File: src/rtl/mem_copy_engine.sv
// Block-move initiator for the single-port data memory: copies len words src->dst, 3 cycles/word.
// Optional MEM_COPY_CHECKSUM_EN adds a running sum of the words written in the current copy.
module mem_copy_engine #(
  parameter int DATA_SZ    = 32,
  parameter int ADDRESS_SZ = 10
) (
  input  logic                  clk,
  input  logic                  rst_n,
  input  logic                  start,
  input  logic [ADDRESS_SZ-1:0] src,
  input  logic [ADDRESS_SZ-1:0] dst,
  input  logic [ADDRESS_SZ:0]   len,
  output logic                  busy,
  output logic                  done,
  output logic [ADDRESS_SZ-1:0] address,
  output logic [DATA_SZ-1:0]    data_in,
  output logic                  we,
  input  logic [DATA_SZ-1:0]    data_out
`ifdef MEM_COPY_CHECKSUM_EN
  ,
  output logic [DATA_SZ-1:0]    checksum
`endif
);

  typedef enum logic [2:0] {
    IDLE    = 3'd0,
    READ    = 3'd1,
    CAPTURE = 3'd2,
    WRITE   = 3'd3,
    DONE    = 3'd4
  } state_t;

  state_t                state_reg;
  logic [ADDRESS_SZ-1:0] cur_src_reg;
  logic [ADDRESS_SZ-1:0] cur_dst_reg;
  logic [ADDRESS_SZ:0]   remaining_reg;

  // data_in doubles as the capture register: it is loaded from data_out at the end
  // of CAPTURE and held untouched until the next CAPTURE.
  always_ff @(posedge clk or negedge rst_n) begin
    if (!rst_n) begin
      state_reg     <= IDLE;
      cur_src_reg   <= '0;
      cur_dst_reg   <= '0;
      remaining_reg <= '0;
      address       <= '0;
      data_in       <= '0;
      we            <= 1'b0;
      busy          <= 1'b0;
      done          <= 1'b0;
`ifdef MEM_COPY_CHECKSUM_EN
      checksum      <= '0;
`endif
    end else begin
      case (state_reg)
        IDLE: begin
          if (start) begin
            cur_src_reg   <= src;
            cur_dst_reg   <= dst;
            remaining_reg <= len;
            busy          <= 1'b1;
`ifdef MEM_COPY_CHECKSUM_EN
            checksum      <= '0;
`endif
            if (len == '0) begin
              state_reg <= DONE;
              done      <= 1'b1;
            end else begin
              state_reg <= READ;
              address   <= src;
            end
          end
        end
        READ: begin
          state_reg <= CAPTURE;
        end
        CAPTURE: begin
          state_reg <= WRITE;
          data_in   <= data_out;
          address   <= cur_dst_reg;
          we        <= 1'b1;
        end
        WRITE: begin
          we            <= 1'b0;
          cur_src_reg   <= cur_src_reg + 1'b1;
          cur_dst_reg   <= cur_dst_reg + 1'b1;
          remaining_reg <= remaining_reg - 1'b1;
`ifdef MEM_COPY_CHECKSUM_EN
          checksum      <= checksum + data_in;
`endif
          // remaining still holds the pre-decrement count here
          if (remaining_reg == (ADDRESS_SZ+1)'(1)) begin
            state_reg <= DONE;
            done      <= 1'b1;
          end else begin
            state_reg <= READ;
            address   <= cur_src_reg + 1'b1;
          end
        end
        DONE: begin
          state_reg <= IDLE;
          done      <= 1'b0;
          busy      <= 1'b0;
        end
        default: begin
          state_reg <= IDLE;
          we        <= 1'b0;
          done      <= 1'b0;
          busy      <= 1'b0;
        end
      endcase
    end
  end

endmodule

File: config.mk
export PLATFORM = sky130hd
export DESIGN_NAME = mem_copy_engine
export DESIGN_NICKNAME = d
export VERILOG_FILES = /design/src/rtl/mem_copy_engine.sv
export SDC_FILE = /design/constraint.sdc
export NUM_CORES = 1
export LEC_CHECK = 0
export CAP_MARGIN = 15
export CORE_AREA = 2 2 99 101
export DETAILED_ROUTE_END_ITERATION = 8
export DIE_AREA = 0 0 101 103
export PLACE_DENSITY = 0.72
export SETUP_SLACK_MARGIN = 0.5
export SLEW_MARGIN = 15
export SYNTH_ARGS = -nofsm -noshare
export SYNTH_HDL_FRONTEND = slang
export SYNTH_SLANG_ARGS = --single-unit
File: constraint.sdc
create_clock -name clk -period 3.3 [get_ports clk]
set_input_delay 0.495 -clock clk [delete_from_list [all_inputs] [get_ports clk]]
set_output_delay 0.495 -clock clk [all_outputs]
set_load 0.03 [all_outputs]
==> qor.txt, run 1 <==
CTS tree - yes
most frequent cells in the layout - 109 x clkdlybuf4s50_1, 79 x dfrtp_1, 43 x nor2_1
design area - 5389 µm²
Initial Util - 42.98%
peak supply drop - 344.3 µV
Num CTS Buffers - 9
critical path data arrival time - 2.70 ns
Tcrit/Tclk final - 74.10%
CP Capture Type - flop
core region area - 9459 µm²
Slew Limit Fails - 0
cell count after synthesis - 395
Area after DPL - 5205 µm²
GP Congestion - 0.8084
pre-CTS setup slack - 0.7561 ns
WL/cell - 16.44 µm
Final #Nets - 564
fin util - 56.97%
IO buf count - 110
die height - 103 µm
Syn Nets - 465
Top FF cell, synth - dfrtp_1
max_cap viols - 0
maximum root-to-sink buffer count - 2
antenna violations before repair - 0
ys async rst share - 100.0%
setup TNS - 0 ns
vias in the first global route - 3261
CP Launch Type - flop
count of final hold-check violations - 0
mapped cell area - 4065 µm²
placed insts - 597
Routed WL - 10080 µm
Area growth syn-to-layout - 32.56%
dpl hpwl - 7187 µm
via count - 3452
most common cell after layout, fill and taps aside - clkdlybuf4s50_1
fmax - 409.0 MHz
RSZ-0062 raised after global routing - no
CTS resizes - 0
final setup slack of the worst path - 0.8548 ns
syn_area_per_cell - 10.29 µm²
Cell Count, Final, Fillers Out - 613
YS warnings - 0
Worst EP required - 3.55 ns
largest net degree at the start of global routing - 80
crit-path max FO - 18
clock latency on the worst-skew pair - 0.36 ns
cells along the critical path - nand3b_1 > buf_4 > nand2_2 > o21ai_0 > a221oi_1
max reg flops - 32
outcome - complete, no violations
H-tree depth - 3
Final min period - 2.445 ns
slew margin rel. - 33.61%
Vias per Instance - 5.631
CP max stage cell - dfrtp_1
post-synthesis cell type count - 58
EDFF count, synth - 0
flops & latches, synth - 79
Worst Hold Class - primary input to asynchronous set/reset pin
power per cell area - 1014 nW/µm²
Residual DRC - 0
Worst Skew - 0.01028 ns
Initial DRT Pass Iterations - 4
slowest cell delay on critical path - 0.78 ns
Clock Pin Slew Worst Setup and Hold Paths - 0.09 ns
Final Setup Violations - 0
number of diodes - 0
clk sinks - 79
Seq/Total Area, Yosys - 48.63%
Buf+Inv Stages, Crit Path - 1
I/O pin count - 111
Worst-Margin Slew - 0.9958 ns
share of layout cells above drive strength 1 - 14.03%
DR iter-0 viols - 305
die width - 101 µm
Cell Rows - 36
static leakage - 2.168 nW
hold_buf cts - 0
Routed Antenna Nets - 0
Post-CTS Setup Repair Bufs - 0
crit path kind - flop to flop
CP top delay family - flip-flops
global-route wire length before repair - 16290 µm
Root Buffer - clkbuf_8
all-layer global routing usage - 19.91%
grt total ovfl - 0
die area - 10400 µm²
logic make-up (layout without fill, tap and decap cells):
group,Yosys count,after routing,share of synthesized area (%)
fa+ha+maj,4,4,1.231
buf+inv,44,148,5.202
xor+xnor,2,2,0.4310
compound gates,89,89,15.05
simple gates,135,135,17.94
mux,42,42,11.51
flops,79,79,48.63
report_power, final:
part           switching [mW]  internal (mW)
Sequential              0.441           1.43
Combinational            1.59           1.31
Clock                   0.397          0.291
Total                    2.43           3.04
per-stage QoR:
| step | total power [mW] | hold WS [ns] |
|---|---|---|
| floorplan | 3.815 | 0.1994 |
| global placement | 4.727 | 0.4748 |
| detailed placement | 4.809 | 0.4792 |
| CTS | 5.504 | 0.3273 |
| global route | 5.855 | 0.3822 |
| finish | 5.463 | 0.2943 |
routing by layer:
layer  share of wire (%)  GRT usage [%]  vias to the layer above
li1                    -              -                     1655
met1                  47          27.97                     1649
met2                  44          30.92                      137
met3                 8.0          5.085                       11
met4                0.93          5.198                        0
met5                   0              0                        -
Yosys cell counts (3+ instances only):
cell	instances	share of area [%]
a211oi_1	11	2.0
a21oi_1	20	2.5
a221oi_1	3	0.65
a311oi_1	4	0.86
a31oi_1	8	1.2
a32oi_1	4	0.86
and4_1	3	0.65
buf_2	14	1.7
buf_6	3	0.83
clkbuf_1	8	0.74
dfrtp_1	79	49
ha_1	4	1.2
inv_1	15	1.4
mux2_1	3	0.83
mux2_2	35	9.7
mux2i_1	4	0.98
nand2_1	24	2.2
nand3_1	9	1.1
nand4_1	5	0.77
nor2_1	44	4.1
nor3_1	16	2.0
nor4_1	5	0.77
o211ai_1	5	0.92
o21ai_0	16	2.0
or3_1	5	0.77
or4_1	5	0.92
worst reg2reg max path, stage by stage (launching register included):
cell and delay [ns]:
dfrtp_1 0.78, nand3b_1 0.54, buf_4 0.37, nand2_2 0.25, o21ai_0 0.14, a221oi_1 0.27
worst paths after layout:
path	cells after the start	end	startpoint	slack, ns
worst max-delay path	5	remaining_reg[5]$_DFFE_PN0P_	state_reg[1]$_DFFE_PN0N_	0.85
worst min-delay path	1	data_in[5]$_DFFE_PN0N_	rst_n	0.29
worst max register to register	5	remaining_reg[5]$_DFFE_PN0P_	state_reg[1]$_DFFE_PN0N_	0.85
worst min register to register	1	address[7]$_DFFE_PN0P_	address[7]$_DFFE_PN0P_	0.50
max in group asynchronous	1	cur_dst_reg[2]$_DFFE_PN0P_	rst_n	2.37
min in group clk	1	address[7]$_DFFE_PN0P_	address[7]$_DFFE_PN0P_	0.50
area by class of cell:
cell class | instances | area, µm²
Timing Repair Buffer | 116 | 1144
Inverter | 16 | 62.56
Clock inverter | 7 | 60.06
Clock buffer | 9 | 123.9
Multi-Input combinational cell | 272 | 1879
Tap cell | 114 | 142.6
Fill cell | 835 | 4070
Sequential cell | 79 | 1977
Power figures use the tool's default switching activity.
==> inputs of run 2 (changes only) <==
--- a/config.mk
+++ b/config.mk
@@ -6,10 +6,10 @@
 export NUM_CORES = 1
 export LEC_CHECK = 0
 export CAP_MARGIN = 15
-export CORE_AREA = 2 2 99 101
+export CORE_AREA = 2 2 100 102
 export DETAILED_ROUTE_END_ITERATION = 8
-export DIE_AREA = 0 0 101 103
-export PLACE_DENSITY = 0.72
+export DIE_AREA = 0 0 102 104
+export PLACE_DENSITY = 0.73
 export SETUP_SLACK_MARGIN = 0.5
 export SLEW_MARGIN = 15
 export SYNTH_ARGS = -nofsm -noshare
==> constraint.sdc (replaced) <==
create_clock -name clk -period 2.1 [get_ports clk]
set_input_delay 0.315 -clock clk [delete_from_list [all_inputs] [get_ports clk]]
set_output_delay 0.315 -clock clk [all_outputs]
set_load 0.03 [all_outputs]
==> run 2 against run 1 <==
  * Sequential power grew 59%
  * Critical path depth grew 2
  * Sequential cell count is the same
  * Combinational power grew 130%
  * Core utilization grew 11 points
  * Die area grew 2.0%
  * Hold slack gained 0.21 ns
  * First-iteration DRC count grew 19%
  * Global-route usage grew 4.4 points
  * Register-to-register slack lost 0.58 ns
  * Sequential share of layout area shrank 6.3 points
  * Non-clock buffer count grew 68
  * Critical path type unchanged
  * Highest routed layer unchanged
==> qor.txt, run 2 (synthesis results as in run 1) <==
outcome - complete, no violations
antenna violations before repair - 0 (unchanged)
Worst-Margin Slew - 0.6126 ns (-0.3832 ns)
Routed Antenna Nets - 0 (unchanged)
Multi-input gate area - 2315 µm² (+23%)
die area - 10610 µm² (+2.0%)
DR iter-0 viols - 364 (+19%)
clock latency on the worst-skew pair - 0.36 ns (about the same)
clk sinks - 79 (unchanged)
core region area - 9549 µm² (+0.95%)
all-layer global routing usage - 24.33% (+4.4 points)
CP top delay family - simple AND/OR/NAND/NOR gates
Num CTS Buffers - 9 (unchanged)
RSZ-0062 raised after global routing - yes
Area after DPL - 5416 µm² (+4.1%)
GP Congestion - 0.8373 (+3.6%)
Area growth syn-to-layout - 60.48%
Vias per Instance - 5.830 (+3.5%)
most frequent cells in the layout - 74 x dfrtp_1, 64 x clkdlybuf4s50_1, 45 x dlygate4sd2_1
power per cell area - 1632 nW/µm² (+61%)
Initial DRT Pass Iterations - 6 (+2)
largest net degree at the start of global routing - 49 (-39%)
max reg flops - 32 (unchanged)
grt total ovfl - 0 (unchanged)
dpl hpwl - 7805 µm (+8.6%)
slowest cell delay on critical path - 0.42 ns (-0.36 ns)
share of layout cells above drive strength 1 - 32.45% (+18 points)
Worst Hold Class - flop to flop
CTS tree - yes
global-route wire length before repair - 20130 µm (+24%)
Hold Slack - 0.5050 ns (+0.2107 ns)
die width - 102 µm (+0.99%)
die height - 104 µm (+0.97%)
maximum root-to-sink buffer count - 2 (unchanged)
slew margin rel. - 59.16% (+26 points)
Root Buffer - clkbuf_8
Final Setup Violations - 0 (unchanged)
crit-path max FO - 3 (-15)
I/O pin count - 111 (unchanged)
critical path data arrival time - 2.12 ns (-0.58 ns)
number of diodes - 0 (unchanged)
Cell Rows - 36 (unchanged)
Worst EP required - 2.39 ns (-1.16 ns)
CP Launch Type - flop
vias in the first global route - 4010 (+23%)
via count - 4081 (+18%)
max_cap viols - 0 (unchanged)
Initial Util - 42.57% (-0.41 points)
Routed WL - 13540 µm (+34%)
IO buf count - 110 (unchanged)
crit path kind - flop to flop
CP max stage cell - dfrtp_1
Pwr Total - 10.65 mW (+95%)
peak supply drop - 593.3 µV (+72%)
CP Capture Type - flop
final setup slack of the worst path - 0.2772 ns (-0.5776 ns)
fmax - 548.6 MHz (+34%)
WL/cell - 19.34 µm (+18%)
Worst Skew - 0.01049 ns (+0.0002093 ns)
Final min period - 1.823 ns (-0.6224 ns)
# fillers - 688 (-18%)
setup TNS - 0 ns (unchanged)
H-tree depth - 3 (unchanged)
Residual DRC - 0 (unchanged)
Final #Nets - 633 (+12%)
Clock Pin Slew Worst Setup and Hold Paths - 0.08 ns (about the same)
design area - 6524 µm² (+21%)
count of final hold-check violations - 0 (unchanged)
register area - 1983 µm² (+0.32%)
pre-CTS setup slack - -0.04697 ns (-0.8030 ns)
Buf+Inv Stages, Crit Path - 2 (+1)
static leakage - 2.826 nW (+30%)
cells along the critical path - buf_4 > inv_2 > ha_4 > nand4b_4 > or3_4 > or4_1 > nand3_1
most common cell after layout, fill and taps aside - dfrtp_1
Tcrit/Tclk final - 86.80% (+13 points)
Slew Limit Fails - 0 (unchanged)
## run 2: cell count changes in the layout (fill, tap and decap cells not counted), moves of 6 or more
cell	before	now
clkdlybuf4s50_1	109	64
dlygate4sd2_1	0	45
mux2_4	0	38
buf_4	7	42
mux2_2	35	0
buf_6	0	24
o21ai_0	16	10
## run 2: worst paths after layout
path                                              start                           end  slack [ns]  cells past startpoint
max                        remaining_reg[0]$_DFFE_PN0P_  remaining_reg[8]$_DFFE_PN0P_        0.28                      7
min                              data_in[5]$_DFFE_PN0N_        data_in[5]$_DFFE_PN0N_        0.50                      1
max reg2reg                remaining_reg[0]$_DFFE_PN0P_  remaining_reg[8]$_DFFE_PN0P_        0.28                      7
min reg2reg                      data_in[5]$_DFFE_PN0N_        data_in[5]$_DFFE_PN0N_        0.50                      1
max in group asynchronous                         rst_n    cur_src_reg[2]$_DFFE_PN0P_        0.90                      3
min in group asynchronous                         rst_n       data_in[24]$_DFFE_PN0N_        0.52                      2
## run 2: through the flow
stage	util (%)	std cells
floorplan	-	395
global placement	56.72	632
detailed placement	56.72	632
CTS	65.91	695
global route	68.32	700
finish	68.32	700
## run 2: power breakdown
part	switching [mW]	leakage, nW	internal, mW	total, mW
sequential	0.704	0.896	2.26	2.97
clock	0.552	0.0892	0.540	1.09
combinational	3.42	1.84	3.17	6.59
## run 2: repair_timing
action                                  in CTS  in global routing
setup buffers                               43                  5
endpoints found under the setup margin     117                 76
resized for setup                          129                 45
gates cloned                                 4                  0
pin swaps                                   17                 13
hold buffers                                 1                  0
endpoints found under the hold margin       46                  0
## run 2: final cells by class
type / instances / share of cell area (%)
clock buffers: 11 / 2.014
clock inverters: 4 / 0.7288
inverters: 16 / 1.112
multi-input cells: 273 / 35.48
flip-flops and latches: 79 / 30.40
well taps: 133 / 2.551
repair buffers: 184 / 27.71
## run 2: worst register-to-register path, cell delays in order, from the launching register on
cell and delay (ns):
dfrtp_1 0.42, buf_4 0.15, inv_2 0.07, ha_4 0.16
nand4b_4 0.12, or3_4 0.36, or4_1 0.40, nand3_1 0.08
## run 2: per-layer routing
| layer | routed length [µm] | up-vias | share of wire (%) | GRT usage [%] |
|---|---|---|---|---|
| met5 | 0 | - | 0 | 0 |
| li1 | - | 1798 | - | - |
| met1 | 5320 | 1954 | 39 | 30.51 |
| met3 | 1173 | 64 | 8.7 | 6.317 |
| met4 | 513 | 0 | 3.8 | 11.52 |
| met2 | 6532 | 265 | 48 | 38.77 |
